==> config.mk <==
export PLATFORM = sky130hd
export DESIGN_NAME = pc_sequencer
export DESIGN_NICKNAME = d
export VERILOG_FILES = /design/src/rtl/pc_sequencer_pkg.sv /design/src/rtl/pc_sequencer_ras_stack.sv /design/src/rtl/pc_sequencer.sv
export SDC_FILE = /design/constraint.sdc
export NUM_CORES = 1
export LEC_CHECK = 0
export ABC_AREA = 1
export BUFFER_PORTS_ARGS = -buffer_cell sky130_fd_sc_hd__buf_2
export CAP_MARGIN = 20
export CELL_PAD_IN_SITES_DETAIL_PLACEMENT = 1
export CELL_PAD_IN_SITES_GLOBAL_PLACEMENT = 1
export CORE_MARGIN = 1.5
export CORE_UTILIZATION = 35
export DETAILED_ROUTE_END_ITERATION = 10
export PLACE_DENSITY = 0.73
export SYNTH_ARGS = -nofsm -noshare
export SYNTH_HDL_FRONTEND = slang
export SYNTH_SLANG_ARGS = --single-unit
==> constraint.sdc <==
create_clock -name CLK -period 15.2 [get_ports CLK]
set_input_delay 3.04 -clock CLK [delete_from_list [all_inputs] [get_ports CLK]]
set_output_delay 3.04 -clock CLK [all_outputs]
set_load 0.01 [all_outputs]
==> src/rtl/pc_sequencer_pkg.sv <==
// Shared processor constants: PC/stack defaults and the next-PC select encoding.
package pc_sequencer_pkg;

    localparam int PC_W_DEF      = 64;
    localparam int RAS_DEPTH_DEF = 4;

    typedef enum logic [1:0] {
        SEL_SEQ    = 2'd0,
        SEL_TARGET = 2'd1,
        SEL_RAS    = 2'd2
    } pc_sel_e;

endpackage

==> src/rtl/pc_sequencer_ras_stack.sv <==
// Circular return-address stack: a full stack overwrites its oldest entry on push,
// and push+pop together rewrite the current top in place.
module ras_stack
    import pc_sequencer_pkg::*;
#(
    parameter int W     = PC_W_DEF,
    parameter int DEPTH = RAS_DEPTH_DEF
) (
    input  logic                     clk,
    input  logic                     rst_n,
    input  logic                     push,
    input  logic                     pop,
    input  logic [W-1:0]             push_data,
    output logic [W-1:0]             top,
    output logic [$clog2(DEPTH):0]   count
);

    localparam int PTR_W = $clog2(DEPTH);

    logic [PTR_W-1:0]            ptr_q, ptr_d;
    logic [PTR_W:0]              count_q, count_d;
    logic [DEPTH-1:0][W-1:0]     mem_q, mem_d;
    logic [PTR_W-1:0]            top_idx;
    logic                        pop_ok;

    // ptr_q is the next free slot; once full it also names the oldest entry.
    assign top_idx = ptr_q - PTR_W'(1);
    assign pop_ok  = pop && (count_q != '0);

    always_comb begin
        ptr_d   = ptr_q;
        count_d = count_q;
        mem_d   = mem_q;
        if (push && pop_ok) begin
            mem_d[top_idx] = push_data;
        end else if (pop_ok) begin
            ptr_d   = top_idx;
            count_d = count_q - (PTR_W+1)'(1);
        end else if (push) begin
            mem_d[ptr_q] = push_data;
            ptr_d        = ptr_q + PTR_W'(1);
            if (count_q != (PTR_W+1)'(DEPTH))
                count_d = count_q + (PTR_W+1)'(1);
        end
    end

    always_ff @(posedge clk) begin
        if (!rst_n) begin
            ptr_q   <= '0;
            count_q <= '0;
        end else begin
            ptr_q   <= ptr_d;
            count_q <= count_d;
            mem_q   <= mem_d;
        end
    end

    assign top   = mem_q[top_idx];
    assign count = count_q;

endmodule

==> src/rtl/pc_sequencer.sv <==
// PC register and next-PC select (sequential, PC-relative branch, return stack).
module pc_sequencer
    import pc_sequencer_pkg::*;
#(
    parameter int              PC_W      = PC_W_DEF,
    parameter int              RAS_DEPTH = RAS_DEPTH_DEF,
    parameter logic [PC_W-1:0] RESET_PC  = '0
) (
    input  logic                         CLK,
    input  logic                         Reset_L,
    input  logic                         Stall,
    input  logic                         Branch,
    input  logic                         BranchInvert,
    input  logic                         ALUZero,
    input  logic                         Uncondbranch,
    input  logic                         Link,
    input  logic                         Return,
    input  logic [PC_W-1:0]              SignExtImm,
    output logic [PC_W-1:0]              CurrentPC,
    output logic [PC_W-1:0]              NextPC,
    output logic [$clog2(RAS_DEPTH):0]   RasCount,
    output logic                         RasUnderflow
);

    logic [PC_W-1:0]  pc_q, pc_d;
    logic             underflow_q, underflow_d;
    logic [PC_W-1:0]  seq_pc, target_pc, ras_top;
    logic             ras_empty, push, pop;
    pc_sel_e          sel;

    assign seq_pc    = pc_q + PC_W'(4);
    assign target_pc = pc_q + (SignExtImm << 2);
    assign ras_empty = (RasCount == '0);

    // Stack traffic is suppressed under stall and reset so neither can leak a push/pop.
    assign push = Reset_L && !Stall && Uncondbranch && Link;
    assign pop  = Reset_L && !Stall && Return && !ras_empty;

    always_comb begin
        sel = SEL_SEQ;
        if (Return && !ras_empty)
            sel = SEL_RAS;
        else if (Uncondbranch)
            sel = SEL_TARGET;
        else if (Branch && (ALUZero ^ BranchInvert))
            sel = SEL_TARGET;
    end

    always_comb begin
        pc_d        = pc_q;
        underflow_d = 1'b0;
        if (!Reset_L) begin
            pc_d = RESET_PC;
        end else if (!Stall) begin
            underflow_d = Return && ras_empty;
            case (sel)
                SEL_RAS:    pc_d = ras_top;
                SEL_TARGET: pc_d = target_pc;
                default:    pc_d = seq_pc;
            endcase
        end
    end

    always_ff @(posedge CLK) begin
        if (!Reset_L) begin
            pc_q        <= RESET_PC;
            underflow_q <= 1'b0;
        end else begin
            pc_q        <= pc_d;
            underflow_q <= underflow_d;
        end
    end

    ras_stack #(
        .W     (PC_W),
        .DEPTH (RAS_DEPTH)
    ) u_ras (
        .clk       (CLK),
        .rst_n     (Reset_L),
        .push      (push),
        .pop       (pop),
        .push_data (seq_pc),
        .top       (ras_top),
        .count     (RasCount)
    );

    assign CurrentPC    = pc_q;
    assign NextPC       = pc_d;
    assign RasUnderflow = underflow_q;

endmodule

==> impl_metrics.tcl <==
set metrics [dict create \
    final-max-slew-violation-count 0 \
    io_buffers 202 \
    skew_ns 0.0298 \
    hold_viol_final 0 \
    ys_seq_elements 326 \
    ir_drop_mv 0.0743 \
    io_pins 205 \
    clock_latency_ns 0.60 \
    crit_fanout 59 \
    grt.overflow.total 0 \
    path_clk_slew_ns 0.06 \
    final_area_um2 24800 \
    sw_frac_of_total_pct 35.3 \
    min_path_type "reg2reg" \
    crit_type "in2out" \
    grt_use_met2_pct 48.7 \
    core-area_um2 60700 \
    grt_use_met3_pct 3.76 \
    yosysUniqueCellTypes 45 \
    switchingPower_uw 950 \
    p_seq_share_pct 39.0 \
    yosys_warnings 0 \
    post_cts_resized 0 \
    antenna_found_initial 1 \
    syn-cell-area_um2 21600 \
    cp-endpoint "NextPC[10]" \
    p_leak_uw 0.0107 \
    vias_per_cell 5.54 \
    cp-start-kind "primary input" \
    r2r_cells 9 \
    rows 90 \
    hpwl_um 67500 \
    fin_tns_setup_ns 0 \
    avgRoutedWirePerCell_um 23.6 \
    syn2layout_area_growth_pct 14.7 \
    status "completed" \
    grt_pass1_vias 22100 \
    r2r_end "CurrentPC[30]" \
    r2r_start "u_ras.ptr_q[0]" \
    cts_max_level 2 \
    whs_ns 0.506 \
    fp.dieH_um 251 \
    tritoncts "done" \
    rsz0062_at_grt "false" \
    layout.nets 3318 \
    diodes 0 \
    clock-sinks 326 \
    gp_congestion 0.947 \
    slew_headroom_pct 24.9 \
    synth_nets 3174 \
    power_frac_clock_pct 36.7 \
    ant_nets 0 \
    drt_iter0_drc 1781 \
    hold_start "u_ras.count[2]" \
    grt_use_total_pct 29.2 \
    cp-end-kind "primary output" \
    period_needed_ns 9.10 \
    drive_above_1_share_pct 10.5 \
    post_dp_cell_area_um2 23400 \
    grt_max_degree 121 \
    critPathArrivalTime_ns 6.06 \
    yosysSeqAreaShare_pct 42.1 \
    drt_wl_total_um 94000 \
    drc 0 \
    intPower_uw 1740 \
    cts_root_buffer "clkbuf_16" \
    clock_path_buffers 3 \
    powerDensity_nw_per_um2 109 \
    grt_first_pass_wirelength_um 139000 \
    die_x_um 251 \
    top_usage_layer "met2" \
    max_freq_mhz 110 \
    grtUsageMet1_pct 38.7 \
    period_share_pct 59.9 \
    cap_violations 0 \
    r2r_slack_ns 10.26 \
    ctsHoldBuffers 0 \
    tightest_slew_ns 1.12 \
    dr.pass1.iters 7 \
    dr_total_vias 22100 \
    syn_area_per_cell_um2 7.12 \
    start_util_pct 35.6 \
    cts_buffers 39 \
    postCtsSetupBuffers 0 \
    syn_inst 3031 \
    crit_path_start "Return" \
    dieArea_um2 63200 \
    worstPathRequired_ns 12.16 \
    setup_viol 0 \
    combPwrFrac_pct 24.2 \
]
==> stage by stage <==
step	setup WS [ns]	std cells	util (%)	total power, uW
after CTS	6.13	3987	40.8	2690
final	6.10	3988	40.8	2690
after global routing	5.99	3988	40.8	2800
after global placement	6.16	3915	38.5	1690
after floorplan	7.32	3031	-	1420
after detailed placement	6.17	3915	38.5	1710
==> per-layer routing <==
layer,part of all wire (%),routed length [um]
met4,4.0,3720
met5,0,0
met1,43,40400
met3,6.4,6040
met2,47,43800
==> state kept, by name (all words and copies together) (netlist names) <==
name          flops
u_ras.mem_q     256
CurrentPC        64
u_ras.count       3
u_ras.ptr_q       2
RasUnderflow      1
==> cells in the final DEF, fill, tap and decap left out, types with 5 or more instances in the layout <==
master	synthesis	layout
a211oi_1	6	6
a21oi_1	216	214
a22oi_1	9	9
buf_2	11	202
buf_4	0	19
clkbuf_1	97	5
clkbuf_16	0	41
clkbuf_8	0	11
clkinv_2	1	6
dfxtp_1	70	69
edfxtp_1	256	256
ha_1	68	67
inv_1	338	336
nand2_1	753	752
nand2_2	5	6
nand3_1	112	112
nand4_1	30	30
nor2_1	586	581
nor2_4	4	9
nor3_1	24	24
nor4_1	8	8
o211ai_1	7	7
o21ai_0	235	233
o21bai_1	13	13
o221ai_1	18	18
o22ai_1	36	36
or2_2	9	9
xnor2_1	28	28
xor2_1	44	44
==> power by group through the flow <==
stage                     sequential [uW]  combinational, uW  clock [uW]
after detailed placement             1070                641           0
after CTS                            1050                645        1000
final                                1050                652         989
after global routing                 1050                713        1040
after floorplan                      1030                389           0
after global placement               1070                624           0
==> worst min path at each step <==
stage | endpoint | slack [ns] | depth (start not counted)
after floorplan | u_ras.count[2] | 0.50 | 1
after CTS | u_ras.count[2] | 0.51 | 1
final | u_ras.count[2] | 0.51 | 1
after detailed placement | u_ras.count[2] | 0.49 | 1
after global placement | u_ras.count[2] | 0.48 | 1
after global routing | u_ras.count[1] | 0.57 | 2
==> layout make-up <==
cell class / instances / area, um2
fillers: 7681 / 35900
multi-input cells: 2243 / 10900
flip-flops and latches: 326 / 9090
inverters: 343 / 1290
clock buffers: 57 / 1200
repair buffers: 222 / 1170
well taps: 782 / 978
clock inverters: 15 / 178
==> cells in the mapped netlist, drive strengths merged <==
master | count | area share, %
nand2 | 759 | 13
clkbuf | 97 | 1.7
clkinv | 2 | 0.041
xnor2 | 28 | 1.1
a31o | 1 | 0.041
and2 | 2 | 0.064
a31oi | 3 | 0.087
a32oi | 3 | 0.12
inv | 341 | 5.9
nor3 | 27 | 0.72
ha | 68 | 3.9
a22oi | 9 | 0.31
o21ai | 235 | 5.4
nand3b | 4 | 0.14
a211oi | 6 | 0.21
a21oi | 216 | 5.0
o21bai | 13 | 0.45
o211ai | 7 | 0.24
and3 | 3 | 0.087
fa | 2 | 0.19
xor2 | 44 | 1.8
buf | 22 | 0.45
nand4 | 30 | 0.87
nor2 | 594 | 11
or2 | 9 | 0.26
o22ai | 36 | 1.0
o221ai | 18 | 0.73
a21boi | 2 | 0.070
dfxtp | 70 | 6.5
nand3 | 116 | 2.8
nor4 | 8 | 0.23
edfxtp | 256 | 36
==> worst max-delay path, stage by stage <==
cell      delay, ns
buf_2          0.11
nand2_2        0.06
buf_4          0.54
inv_1          0.18
buf_4          0.30
nor2_4         0.13
buf_4          0.64
inv_1          0.26
o211ai_1       0.26
o21ai_0        0.14
nor2_1         0.17
buf_2          0.15
==> kinds of logic after synthesis <==
kind of cell             count (synthesis)  synth area share (%)
AND/OR/NAND/NOR                       1552                  29.0
AO/OA/AOI/OAI                          549                  13.8
buffers and inverters                  462                  8.10
flip-flops                             326                  42.1
XOR/XNOR                                72                  2.92
adder cells (fa/ha/maj)                 70                  4.13
Note: power is estimated with default switching activity, not from simulation.
